`src/rtl/lcd_pkg.sv`:
```
// rtl/lcd_pkg.sv - shared types, LCD command constants and init ROM for the LCD bus sequencer
package lcd_pkg;

  localparam int TICK_W = 8;

  typedef enum logic [2:0] {
    PWR_WAIT,
    LOAD,
    SETUP,
    E_HIGH,
    HOLD,
    EXEC_WAIT,
    IDLE
  } state_t;

  localparam logic [7:0] CMD_FUNC_SET   = 8'h38;
  localparam logic [7:0] CMD_DISP_ON    = 8'h0C;
  localparam logic [7:0] CMD_CLEAR      = 8'h01;
  localparam logic [7:0] CMD_ENTRY      = 8'h06;
  localparam logic [7:0] CMD_HOME       = 8'h02;
  localparam logic [7:0] CMD_DDRAM_BASE = 8'h80;

  localparam int INIT_LEN = 6;
  localparam logic [2:0] INIT_LAST = 3'(INIT_LEN - 1);
  localparam logic [0:INIT_LEN-1][7:0] INIT_ROM = {
    CMD_FUNC_SET, CMD_FUNC_SET, CMD_FUNC_SET, CMD_DISP_ON, CMD_CLEAR, CMD_ENTRY
  };

  // Clear (0x01) and the two home encodings (0x02, 0x03) need the long execution wait.
  function automatic logic is_slow_cmd(input logic rs, input logic [7:0] db);
    return !rs && (db == CMD_CLEAR || db == CMD_HOME || db == (CMD_CLEAR | CMD_HOME));
  endfunction

  function automatic logic [7:0] ddram_cmd(input logic [6:0] addr);
    return CMD_DDRAM_BASE | {1'b0, addr};
  endfunction

endpackage

```
`src/rtl/lcd_phase_timer.sv`:
```
// rtl/lcd_phase_timer.sv - counts tick strobes within one sequencer phase and flags the last one
module lcd_phase_timer
  import lcd_pkg::*;
(
  input  logic              clk,
  input  logic              reset,
  input  logic              tick,
  input  logic              clear,
  input  logic [TICK_W-1:0] length,
  output logic              expire
);

  logic [TICK_W-1:0] count;

  // A tick in the clearing (entry) cycle is neither counted nor allowed to expire the phase.
  assign expire = tick && !clear && (count == length - TICK_W'(1));

  always_ff @(posedge clk) begin
    if (reset || clear) begin
      count <= '0;
    end else if (tick) begin
      count <= count + TICK_W'(1);
    end
  end

endmodule

```
`src/rtl/lcd_bus_sequencer.sv`:
```
// rtl/lcd_bus_sequencer.sv - HD44780 bus write sequencer: power-on init, then single-byte writes
module lcd_bus_sequencer
  import lcd_pkg::*;
#(
  parameter int POWERON_TICKS = 20,
  parameter int SETUP_TICKS   = 1,
  parameter int E_HIGH_TICKS  = 1,
  parameter int HOLD_TICKS    = 1,
  parameter int EXEC_TICKS    = 1,
  parameter int CLEAR_TICKS   = 2
) (
  input  logic       clk,
  input  logic       reset,
  input  logic       tick,
  input  logic       req_valid,
  input  logic       req_rs,
  input  logic [7:0] req_data,
  output logic       req_ready,
  output logic       init_done,
  output logic       busy,
  output logic       E_out,
  output logic       RW_out,
  output logic       RS_out,
  output logic [7:0] DB_out
);

  state_t            state, state_next;
  logic              phase_entry;
  logic              expire;
  logic [2:0]        init_idx, init_idx_next;
  logic              done_next;
  logic              rs_next;
  logic [7:0]        db_next;
  logic [TICK_W-1:0] phase_len;

  lcd_phase_timer u_timer (
    .clk    (clk),
    .reset  (reset),
    .tick   (tick),
    .clear  (phase_entry),
    .length (phase_len),
    .expire (expire)
  );

  always_comb begin
    state_next    = state;
    init_idx_next = init_idx;
    done_next     = init_done;
    rs_next       = RS_out;
    db_next       = DB_out;
    phase_len     = TICK_W'(EXEC_TICKS);
    case (state)
      PWR_WAIT: begin
        phase_len = TICK_W'(POWERON_TICKS);
        if (expire) begin
          state_next    = LOAD;
          init_idx_next = '0;
          rs_next       = 1'b0;
          db_next       = INIT_ROM[0];
        end
      end
      LOAD: state_next = SETUP;
      SETUP: begin
        phase_len = TICK_W'(SETUP_TICKS);
        if (expire) state_next = E_HIGH;
      end
      E_HIGH: begin
        phase_len = TICK_W'(E_HIGH_TICKS);
        if (expire) state_next = HOLD;
      end
      HOLD: begin
        phase_len = TICK_W'(HOLD_TICKS);
        if (expire) state_next = EXEC_WAIT;
      end
      EXEC_WAIT: begin
        phase_len = is_slow_cmd(RS_out, DB_out) ? TICK_W'(CLEAR_TICKS) : TICK_W'(EXEC_TICKS);
        if (expire) begin
          if (!init_done && init_idx != INIT_LAST) begin
            init_idx_next = init_idx + 3'd1;
            state_next    = LOAD;
            rs_next       = 1'b0;
            db_next       = INIT_ROM[init_idx_next];
          end else begin
            done_next  = 1'b1;
            state_next = IDLE;
          end
        end
      end
      IDLE: begin
        // The RS/DB registers double as the request latch; they load on the transfer edge.
        if (req_valid && req_ready) begin
          state_next = LOAD;
          rs_next    = req_rs;
          db_next    = req_data;
        end
      end
      default: state_next = PWR_WAIT;
    endcase
  end

  always_ff @(posedge clk) begin
    if (reset) begin
      state       <= PWR_WAIT;
      phase_entry <= 1'b1;
      init_idx    <= '0;
      init_done   <= 1'b0;
      E_out       <= 1'b0;
      RW_out      <= 1'b0;
      RS_out      <= 1'b0;
      DB_out      <= 8'h00;
      req_ready   <= 1'b0;
      busy        <= 1'b1;
    end else begin
      state       <= state_next;
      phase_entry <= (state_next != state);
      init_idx    <= init_idx_next;
      init_done   <= done_next;
      E_out       <= (state_next == E_HIGH);
      RW_out      <= 1'b0;
      RS_out      <= rs_next;
      DB_out      <= db_next;
      req_ready   <= (state_next == IDLE);
      busy        <= (state_next != IDLE);
    end
  end

endmodule

```
`config.mk`:
```
export PLATFORM = sky130hd
export DESIGN_NAME = lcd_bus_sequencer
export DESIGN_NICKNAME = d
export VERILOG_FILES = /design/src/rtl/lcd_pkg.sv /design/src/rtl/lcd_phase_timer.sv /design/src/rtl/lcd_bus_sequencer.sv
export SDC_FILE = /design/constraint.sdc
export NUM_CORES = 1
export LEC_CHECK = 0
export CAP_MARGIN = 5
export CORE_MARGIN = 2
export CORE_UTILIZATION = 25
export DETAILED_ROUTE_END_ITERATION = 8
export GPL_TIMING_DRIVEN = 1
export SLEW_MARGIN = 20
export SYNTH_ARGS = -nofsm -noshare
export SYNTH_HDL_FRONTEND = slang
export SYNTH_SLANG_ARGS = --single-unit
```
`constraint.sdc`:
```
create_clock -name clk -period 4.2 [get_ports clk]
set_input_delay 0.84 -clock clk [delete_from_list [all_inputs] [get_ports clk]]
set_output_delay 0.84 -clock clk [all_outputs]
set_load 0.05 [all_outputs]
```
### Word level (Yosys, flattened, before mapping)

Memory sizes are Yosys's and may differ from the RTL's.
Cells that the tools add are included.

| cells by class | value |
|---|---|
| mux-type cells | 26 |
| add/subtract/negate cells | 3 |
| order comparisons | 1 |
| reductions and logical operators | 17 |
| equality and inequality tests | 19 |
| bitwise gates (word level) | 2 |

Operators with widths:

| cell | count |
|---|---|
| 2-to-1 mux 8 bit | 6 |
| 2-to-1 mux 3 bit | 10 |
| case mux 8 bit (3 select lines) | 1 |
| case mux 3 bit (7 select lines) | 1 |
| equality test 8 x 2 -> 1 bit, second input constant | 2 |
| equality test 3 bit, second input constant | 4 |
| case mux 5 bit (2 select lines) | 1 |
| equality test 3 x 2 -> 1 bit, second input constant | 3 |
| adder 8 x 1 -> 8 bit, second input constant | 1 |
| equality test 8 x 1 -> 1 bit, second input constant | 1 |
| equality test 8 bit | 1 |
| != test 2 bit, second input constant | 4 |
| != test 3 bit, second input constant | 2 |
| case mux 3 bit (2 select lines) | 1 |
| subtractor 5 x 1 -> 6 bit, second input constant | 1 |
| logical AND 1 bit | 5 |
| AND reduction 5 bit | 1 |
| >= comparator 4 bit, second input constant | 1 |
| 2-to-1 mux 1 bit | 4 |
| NOT 3 -> 4 bit | 1 |
| AND reduction 4 bit | 1 |
| adder 3 x 1 -> 3 bit, second input constant | 1 |
| equality test 3 x 1 -> 1 bit, second input constant | 1 |
| logical NOT 1 bit | 3 |
| 9 further kinds | 11 |

| word-level totals | value |
|---|---|
| register bits | 28 |
| input bits | 13 |
| ROM bits | 64 |
| memories | 1 |
| word-level logic and storage cells | 79 |

Memories:

| name | words | bits a word | rd ports | clocked after Yosys merged registers in | write ports | RTL line | source |
|---|---|---|---|---|---|---|---|
| (name not given) | 8 | 8 | 1 | 0 | 0 | lcd_bus_sequencer.sv:82 | `db_next = INIT_ROM[init_idx_next];` |

### Longest topological paths before layout

Gate-level depths: netlist of run 1.

| depth | value |
|---|---|
| word-level depth | 12 |
| gate-level depth with buffers | 9 |
| gate-level depth less buffers | 8 |

### By module

From an unflattened synthesis of run 1, not the netlist that was laid out.

| unflattened totals | value |
|---|---|
| cell total of the unflattened synthesis | 206 |
| area total of the unflattened synthesis | 1829.3 sq um |

Modules (own cells, without submodules):

| module | seq. area each (sq um) | times used | area an instance (sq um) | cells an instance |
|---|---|---|---|---|
| lcd_bus_sequencer | 400.4 | 1 | 1226.2 | 134 |
| lcd_phase_timer | 160.2 | 1 | 603.1 | 72 |

### Least setup slack after synthesis of run 1

OpenSTA, ideal clock, no wires.

| timing | value |
|---|---|
| path kind | input -> register |
| start | input port tick |
| end | register DB_out[6] |
| stages | 7 |
| required time | 4.072 ns |
| slack | 1.756 ns |
| arrival | 2.316 ns |
| library setup time | 0.128 ns |
| cells stage by stage | buf_2 > nor4b_1 > nand3_1 > o32ai_1 > buf_4 > mux2i_1 > nor2_1 |

| between the ends | value |
|---|---|
| cells in the longest elaborated chain, start to end | 4 |

RTL lines:

| what | RTL line | source |
|---|---|---|
| start: declaration | lcd_bus_sequencer.sv:14 | `input logic tick,` |
| logical AND 1 bit (*) (2 in series) | lcd_phase_timer.sv:16 | `assign expire = tick && !clear && (count == length - TICK_W'(1));` |
| != test 2 bit (no source line) | -- |  |
| AND reduction 5 bit (no source line) (*) | -- |  |
| end signal: assignment | lcd_bus_sequencer.sv:121 | `DB_out <= db_next;` |
| end: declaration | lcd_bus_sequencer.sv:24 | `output logic [7:0] DB_out` |

Mark *: on every way between the ends. The rest lies on a longest branch, timed or not.
A chain may end at the register's enable or synchronous reset.

### Worst setup path in the final report of run 1

| timing | value |
|---|---|
| start | input port tick |
| end | register E_out |

| between the ends | value |
|---|---|
| cells in the longest elaborated chain, start to end | 5 |

RTL lines:

| what | RTL line | source |
|---|---|---|
| logical AND 1 bit (*) (2 in series) | lcd_phase_timer.sv:16 |  |
| 2-to-1 mux 3 bit (on tied branches) | -- |  |
| case mux 3 bit (7 select lines) (*) | lcd_bus_sequencer.sv:52 | `case (state)` |
| equality test 3 x 2 -> 1 bit (*) | lcd_bus_sequencer.sv:118 | `E_out <= (state_next == E_HIGH);` |
| end signal: assignment | lcd_bus_sequencer.sv:118 |  |
| end: declaration | lcd_bus_sequencer.sv:21 | `output logic E_out,` |

Marked as above.

==> results of run 1 <==
## through the flow
| stage | total power [mW] | hold WS [ns] | area [µm²] | cells |
|---|---|---|---|---|
| after global placement | 0.341 | 0.475 | 1770 | 259 |
| after floorplan | 0.324 | 0.458 | 1480 | 168 |
| after detailed placement | 0.341 | 0.469 | 1770 | 259 |
| final | 0.505 | 0.477 | 1830 | 263 |
| after global routing | 0.529 | 0.530 | 1830 | 263 |
| after CTS | 0.511 | 0.484 | 1830 | 263 |
## cells by family after synthesis
kind of cell    count (synthesis)
compound gates                 34
xor+xnor                       10
fa+ha+maj                       4
buf+inv                        15
flops                          28
mux                             8
other cells                     1
simple gates                   68
## path summary, 6_finish.rpt
path | to | depth (start not counted)
max | E_out$_SDFF_PP0_ | 6
min | init_done$_SDFFE_PP0P_ | 2
max reg2reg | E_out$_SDFF_PP0_ | 6
min reg2reg | init_done$_SDFFE_PP0P_ | 2
## cells in the final DEF, fill, tap and decap left out, types with 2 or more instances in the layout
| master | instances |
|---|---|
| dfxtp_1 | 28 |
| clkdlybuf4s50_1 | 25 |
| nor2_1 | 24 |
| nand2_1 | 10 |
| a21oi_1 | 10 |
| mux2i_1 | 8 |
| xor2_1 | 8 |
| and3_1 | 6 |
| a211oi_1 | 6 |
| inv_1 | 5 |
| nor3_1 | 5 |
| o21ai_0 | 5 |
| ha_1 | 4 |
| clkbuf_8 | 4 |
| nor4_1 | 3 |
| or2_2 | 3 |
| nand4_1 | 3 |
| nand3_1 | 2 |
| nor2b_1 | 2 |
| and2_1 | 2 |
| o32ai_1 | 2 |
| or3_1 | 2 |
| a32oi_1 | 2 |
## state kept, by name, indices dropped and copies added, names as in the netlist, 3 cells and up
| name | count |
|---|---|
| state | 3 |
| u_timer.count | 8 |
| init_idx | 3 |
| DB_out | 8 |
## tightest hold or removal path: stages (launching register included)
cell	delay (ns)
dfxtp_1	0.33
inv_1	0.05
a21oi_1	0.05
## routing by layer
layer / vias to the layer above / share of wire, %
li1: 642 / -
met1: 549 / 51
met2: 30 / 43
met3: 2 / 5.5
met4: 0 / 0.36
met5: - / 0
## report_power, final
group          switching (mW)  total [mW]  internal (mW)
logic                  0.0337      0.0612         0.0275
registers             0.00542       0.274          0.269
clock network          0.0857       0.170         0.0840
total                   0.125       0.505          0.380
## area by class of cell
type	instances	area share, %
multi-input cells	125	46.0
flip-flops and latches	28	30.7
repair buffers	26	14.1
well taps	75	5.14
clock buffers	4	3.02
inverters	5	1.03
==> metrics.cfg, run 1 <==
[yosys]
synthMuxAreaShare_pct=5.41
async_flop_share_pct=0
synth_seq_cells=28
synth_most_common_cell=dfxtp_1
synth_xor_area_share_pct=6.42
synth_seq_area_share_pct=37.8
synth-edff-count=0
synth_compound_area_share_pct=17.6
synthCells=168
syn_area_per_cell_um2=8.82
synth_fa_ha_area_share_pct=3.38
synth_top_family_by_area=simple AND/OR/NAND/NOR gates
syn_area_mm2=0.00148
netlist_top_cells_area=dfxtp_1 38%, nor2_1 6.1%, mux2i_1 5.4%
ys_types=43
syn_nets=185
yosys_warnings=0
yosysTopAreaCell=dfxtp_1
yosys.area_share.simple_pct=23.6
synth_top_area_share_pct=37.8
synth_common_cells=28 x dfxtp_1, 24 x nor2_1, 10 x a21oi_1, 10 x nand2_1
yosys_most_used_dff=dfxtp_1

[die]
die_h_um=81.0
die_area_mm2=0.00656
initial_core_util_pct=25.5
fp.dieW_um=81.0
core_mm2=0.00582
rows=28
pin_count=27

[power]
powerDensity_mw_per_mm2=277
power.static_leakage_nw=0.637
ir_drop_uv=170

[critical_path]
r2r_slack_ns=1.60
path_cells=clkdlybuf4s50_1 -> nor4b_1 -> nand3_1 -> or4_4 -> a31oi_4 -> nor3b_2
cp-start-kind=primary input
r2r_start=state[2]$_SDFF_PP0_
crit_type=primary input to register
cp-startpoint=tick
worstPathArrival_ns=3.08
slowest_delay_ns=0.61
cp_top_family=simple AND/OR/NAND/NOR gates
cp_max_fo=7
critPathBufInv=1
cp-end-kind=register
worstPathRequired_ns=4.41
cp_slowest_cell=clkdlybuf4s50_1

[clock_tree]
cts_tree=yes
clk_latency_ns=0.28
cts_root_buf=clkbuf_8
cts.path.max_buffers=2
clk_pin_slew_ns=0.10
cts_made_buffers=3
htree_levels=1
cts-hold-fix-buffers=0
post_cts_buffers=0
ctsResizeCount=0
cts.sinks=28

[job]
maxCapViolations=0

[place]
pre_cts_ws_ns=1.08
portBuffers=25
place.gp.congestion=0.789
dpl.hpwl_um=2430

[timing]
fin_ws_ns=1.33
finalHoldViolCount=0
post-route-period-util_pct=68.2
period_minus_slack_ns=2.87
fmax_mhz=349
setup_tns_ns=0
rsz0062_at_grt=false
worst_pin_slew_ns=0.765
fin_skew_ns=0.00245
slew_headroom_pct=48.8
setup_viol_count_final=0
maxSlewViolCount=0

[global_routing]
gr-usage-met2_pct=17.0
grt-ovfl-total=0
grt_pass1_vias=1159
grtUsageMet1_pct=15.6
track_usage_pct=11.0
grt.met3_usage_pct=2.89
antenna_found_initial=0
grt_most_used_layer=met2
grt_pass1_wl_um=5660
grt_max_degree=20

[drt]
drc=0
vias=1223
dr.pass1.iters=4
routed_wl_um=3310
wl_per_cell_um=12.6
via_per_inst=4.65
drt_iter0_markers=37
ant_nets=0

[run_status]
status=finished clean

[layout]
post-route-util_pct=31.4
synthToLayoutAreaGrowth_pct=23.2
insertedDiodeCount=0
ff_latch_area_um2=561
fill_cells=641
drive_gt1_share_pct=7.45
multiInputGateArea_um2=840
nNetsFinal=206

[worst_hold_path]
min-delay-path-class=register to register
min_from=init_done$_SDFFE_PP0P_

(Power assumes the default switching activity.)
==> inputs of run 2 (changes only) <==
==> constraint.sdc (replaced) <==
create_clock -name clk -period 2.69 [get_ports clk]
set_input_delay 0.538 -clock clk [delete_from_list [all_inputs] [get_ports clk]]
set_output_delay 0.538 -clock clk [all_outputs]
set_load 0.05 [all_outputs]
==> run 2 against run 1 <==
Global-route usage fell by 0.27 points. Clock skew is 0.0012 ns higher. Total power up 71%. Cell area up 3.8%. Utilization is 1.2 points higher. Flip-flop and latch count did not move. Critical endpoint unchanged.
==> metrics.cfg, run 2 (synthesis results as in run 1) <==
[die]
die_area_mm2=0.00656
rows=28
fp.dieW_um=81.0
pin_count=27
die_h_um=81.0
core_mm2=0.00582
initial_core_util_pct=25.5

[timing]
finalHoldViolCount=0
setup_tns_ns=0
holdWs_ns=0.488
rsz0062_at_grt=false
fin_skew_ns=0.00367
worst_pin_slew_ns=0.703
maxSlewViolCount=0
post-route-period-util_pct=85.3
fmax_mhz=436
period_minus_slack_ns=2.29
slew_headroom_pct=52.8
setup_viol_count_final=0

[worst_hold_path]
min_from=init_done$_SDFFE_PP0P_
min-delay-path-class=register to register
holdPathEnd=init_done$_SDFFE_PP0P_
worstHoldPathCells=2

[drt]
wl_per_cell_um=12.4
vias=1276
routed_wl_um=3360
ant_nets=0
dr.pass1.iters=4
drc=0
via_per_inst=4.73
drt_iter0_markers=46

[critical_path]
critPathBufInv=1
r2r_start=state[2]$_SDFF_PP0_
cp_top_family=simple AND/OR/NAND/NOR gates
cp-start-kind=register
slowest_delay_ns=0.57
worstPathRequired_ns=2.90
reg2reg_to=E_out$_SDFF_PP0_
cp_max_fo=12
cp-end-kind=register
cp_slowest_cell=or4_4
path_cells=nor3_1 -> buf_4 -> a41oi_4 -> xnor2_2 -> or4_4 -> a31oi_4 -> nor3b_2
worstPathArrival_ns=2.51
rr_worst_depth=7
r2r_slack_ns=0.40
crit_type=register to register

[place]
place_area_mm2=0.00182
place.gp.congestion=0.804
portBuffers=25
dpl.hpwl_um=2580

[clock_tree]
htree_levels=1
post_cts_buffers=0
cts-hold-fix-buffers=0
clk_latency_ns=0.27
cts.path.max_buffers=2
cts_root_buf=clkbuf_8
clk_pin_slew_ns=0.10
cts.sinks=28
cts_made_buffers=3
ctsResizeCount=0
cts_tree=yes

[global_routing]
grt-ovfl-total=0
track_usage_pct=10.7
grt_max_degree=17
grt_pass1_wl_um=5660
grt_pass1_vias=1230
antenna_found_initial=0

[power]
p_int_mw=0.667
ir_drop_uv=302
p_sw_mw=0.194
powerDensity_mw_per_mm2=455
clkPwrFrac_pct=38.5
power.static_leakage_nw=0.677
swShare_pct=22.5
finalPower_mw=0.862
p_comb_share_pct=11.9
seqPwrFrac_pct=49.6

[job]
maxCapViolations=0

[layout]
final_cell_mix=28 x dfxtp_1, 25 x clkdlybuf4s50_1, 24 x nor2_1
insertedDiodeCount=0
nNetsFinal=213
drive_gt1_share_pct=10.8
largestRegisters=DB_out: 8 flops, u_timer.count: 8 flops
mostFrequentLayoutCell=dfxtp_1
final_area_mm2=0.00189
post-route-util_pct=32.6
synthToLayoutAreaGrowth_pct=27.9

[run_status]
status=finished clean

[run 2: cell types whose count changed in the layout (fill, tap and decap cells not counted), sizes merged]
cell	delta
clkbuf	-1
buf	+7
bufinv	+1
[run 2: worst max-delay path by stage]
stage                                      start                to  slack, ns  depth (start not counted)
final                        state[2]$_SDFF_PP0_  E_out$_SDFF_PP0_       0.40                          7
after global routing                        tick  E_out$_SDFF_PP0_       0.13                          6
after CTS                    state[2]$_SDFF_PP0_  E_out$_SDFF_PP0_       0.38                          7
after detailed placement                    tick  E_out$_SDFF_PP0_       0.11                          6
after global placement                      tick  E_out$_SDFF_PP0_       0.12                          6
after floorplan           DB_out[3]$_SDFFE_PP0P_  E_out$_SDFF_PP0_       0.38                          6
[run 2: area by class of cell]
class	instances	area [µm²]
clock buffers	3	41.3
multi-input cells	125	840
flip-flops and latches	28	561
fillers	642	3920
clock inverters	1	30.0
inverters	5	18.8
repair buffers	33	310
well taps	75	93.8
[run 2: per-stage QoR]
| stage | setup WS, ns | cells |
|---|---|---|
| floorplan | 0.378 | 168 |
| global placement | 0.115 | 266 |
| detailed placement | 0.105 | 266 |
| CTS | 0.380 | 270 |
| global route | 0.132 | 270 |
| finish | 0.396 | 270 |
[run 2: worst register-to-register path: cells and delay by family, from the launching register on]
kind | cells | cell delay, ns
compound gates | 2 | 0.26
xor+xnor | 1 | 0.23
buf+inv | 1 | 0.19
flops | 1 | 0.44
simple gates | 3 | 1.11
[run 2: per-layer routing]
layer | vias up | global-route usage, % | share of wire (%)
li1 | 651 | - | -
met3 | 2 | 2.44 | 5.4
met4 | 0 | 1.53 | 0.36
met5 | - | 0 | 0
met1 | 592 | 14.3 | 49
met2 | 31 | 17.9 | 45
[run 2: power by group through the flow]
stage / Combinational (mW) / Sequential [mW] / Clock [mW]
after detailed placement: 0.101 / 0.437 / 0
after global routing: 0.112 / 0.429 / 0.360
final: 0.102 / 0.428 / 0.332
after floorplan: 0.0698 / 0.437 / 0
after CTS: 0.102 / 0.428 / 0.346
after global placement: 0.102 / 0.438 / 0
==> inputs of run 3 (changes only) <==
--- a/config.mk
+++ b/config.mk
@@ -6,10 +6,13 @@
 export NUM_CORES = 1
 export LEC_CHECK = 0
 export CAP_MARGIN = 5
+export CELL_PAD_IN_SITES_DETAIL_PLACEMENT = 1
+export CELL_PAD_IN_SITES_GLOBAL_PLACEMENT = 2
 export CORE_MARGIN = 2
 export CORE_UTILIZATION = 25
 export DETAILED_ROUTE_END_ITERATION = 8
 export GPL_TIMING_DRIVEN = 1
+export PLACE_DENSITY_LB_ADDON = 0.1
 export SLEW_MARGIN = 20
 export SYNTH_ARGS = -nofsm -noshare
 export SYNTH_HDL_FRONTEND = slang
==> run 3 against run 2 <==
Critical path depth unchanged. Flip-flop and latch count is the same. Cell area barely moved. Via count rose by 3.6%. Clock-buffer cell count is 1 higher. Routed wire length grew 22%. Setup slack got worse by 0.093 ns. Register-to-register slack got worse by 0.09 ns. Non-clock buffer count is 2 higher. Largest cell class unchanged. Highest routed layer unchanged.
==> metrics.cfg, run 3 (synthesis results as in run 1) <==
[power]
swShare_pct=25.3
seqPwrFrac_pct=53.4
p_comb_share_pct=13.1
clkPwrFrac_pct=33.5
powerDensity_mw_per_mm2=424
p_int_mw=0.599
ir_drop_uv=207
power.static_leakage_nw=0.681
p_sw_mw=0.203

[drt]
dr_wl_met3_um=99
top_layer=met4
wl_per_cell_um=15.1
met1Wirelength_um=1830
drc=0
drt_iter0_markers=23
via_per_inst=4.86
vias=1322
dr.pass1.iters=4
routed_wl_um=4100
ant_nets=0
route.met2.wl_um=2110

[die]
fp.dieW_um=81.0
initial_core_util_pct=25.5
pin_count=27
core_mm2=0.00582
die_h_um=81.0
die_area_mm2=0.00656
rows=28

[timing]
finalHoldViolCount=0
fin_skew_ns=0.00702
period_minus_slack_ns=2.39
post-route-period-util_pct=88.7
rsz0062_at_grt=false
fmax_mhz=419
setup_viol_count_final=0
setup_tns_ns=0
holdWs_ns=0.481
slew_headroom_pct=63.8
maxSlewViolCount=0
worst_pin_slew_ns=0.538

[layout]
mostFrequentLayoutCell=dfxtp_1
post-route-util_pct=32.6
multiInputGateArea_um2=840
insertedDiodeCount=0
synthToLayoutAreaGrowth_pct=27.8
fill_cells=715
largestRegisters=DB_out: 8 flops, u_timer.count: 8 flops
final_cell_mix=28 x dfxtp_1, 25 x clkdlybuf4s50_1, 24 x nor2_1
ff_latch_area_um2=561
drive_gt1_share_pct=11.7
nNetsFinal=215
final_area_mm2=0.00189

[critical_path]
worstPathArrival_ns=2.60
reg2reg_to=E_out$_SDFF_PP0_
cp-start-kind=register
r2r_slack_ns=0.30
crit_type=register to register
worstPathRequired_ns=2.91
rr_worst_depth=7
cp_max_fo=12
r2r_start=state[0]$_SDFF_PP0_
cp-end-kind=register

[clock_tree]
cts_made_buffers=3
post_cts_buffers=0
cts_root_buf=clkbuf_8
htree_levels=1
cts_tree=yes
cts-hold-fix-buffers=0
cts.path.max_buffers=2
clk_latency_ns=0.28
ctsResizeCount=0
clk_pin_slew_ns=0.10
cts.sinks=28

[run_status]
status=finished clean

[global_routing]
antenna_found_initial=0
grt_pass1_wl_um=6500
grt-ovfl-total=0
grt_pass1_vias=1288
grt_max_degree=16
track_usage_pct=13.0

[worst_hold_path]
worstHoldPathCells=2
min-delay-path-class=register to register
min_from=init_done$_SDFFE_PP0P_
holdPathEnd=init_done$_SDFFE_PP0P_

[place]
place_area_mm2=0.00184
portBuffers=25
place.gp.congestion=0.760
dpl.hpwl_um=3170

[job]
maxCapViolations=0

run 3: changes by cell type in the layout (fill, tap and decap cells not counted), sizes merged:
cell | previous run | this run
bufinv | 1 | 0
buf | 8 | 10
clkbuf | 3 | 4
run 3: layer usage:
metal | global-route usage [%] | vias up
met5 | 0 | -
met4 | 4.24 | 0
met3 | 2.11 | 6
met2 | 22.4 | 16
met1 | 16.4 | 643
li1 | - | 657
run 3: metrics by stage:
step | setup WS [ns] | total power, mW | std cells
floorplan | 0.378 | 0.506 | 168
global placement | 0.117 | 0.541 | 268
detailed placement | 0.0759 | 0.543 | 268
CTS | 0.278 | 0.817 | 272
global route | 0.172 | 0.848 | 272
finish | 0.303 | 0.802 | 272
run 3: cell type report:
type	instances	share of cell area (%)
timing repair buffer	35	17.2
tap	75	4.96
inverter	5	0.991
multi-input combinational	125	44.3
sequential	28	29.6
clock buffer	4	2.91
run 3: worst max-delay path, cell delays in order (launching register included):
cell and delay (ns):
dfxtp_1 0.59, nor3_1 0.16, buf_4 0.18, a41oi_4 0.23, xnor2_2 0.17, or4_4 0.58, a31oi_4 0.22, nor3b_2 0.19
run 3: how the worst max path moves through the flow:
stage / from / depth (start not counted) / slack, ns / end
floorplan: DB_out[3]$_SDFFE_PP0P_ / 6 / 0.38 / E_out$_SDFF_PP0_
global placement: tick / 6 / 0.12 / E_out$_SDFF_PP0_
detailed placement: tick / 6 / 0.08 / E_out$_SDFF_PP0_
CTS: DB_out[3]$_SDFFE_PP0P_ / 6 / 0.28 / E_out$_SDFF_PP0_
global route: state[0]$_SDFF_PP0_ / 8 / 0.17 / E_out$_SDFF_PP0_
finish: state[0]$_SDFF_PP0_ / 7 / 0.30 / E_out$_SDFF_PP0_
run 3: power by group through the flow:
stage	registers (mW)	clock network, mW	logic, mW
after detailed placement	0.438	0	0.105
after global routing	0.430	0.305	0.112
after CTS	0.429	0.282	0.106
after global placement	0.438	0	0.103
final	0.428	0.269	0.105
after floorplan	0.437	0	0.0698
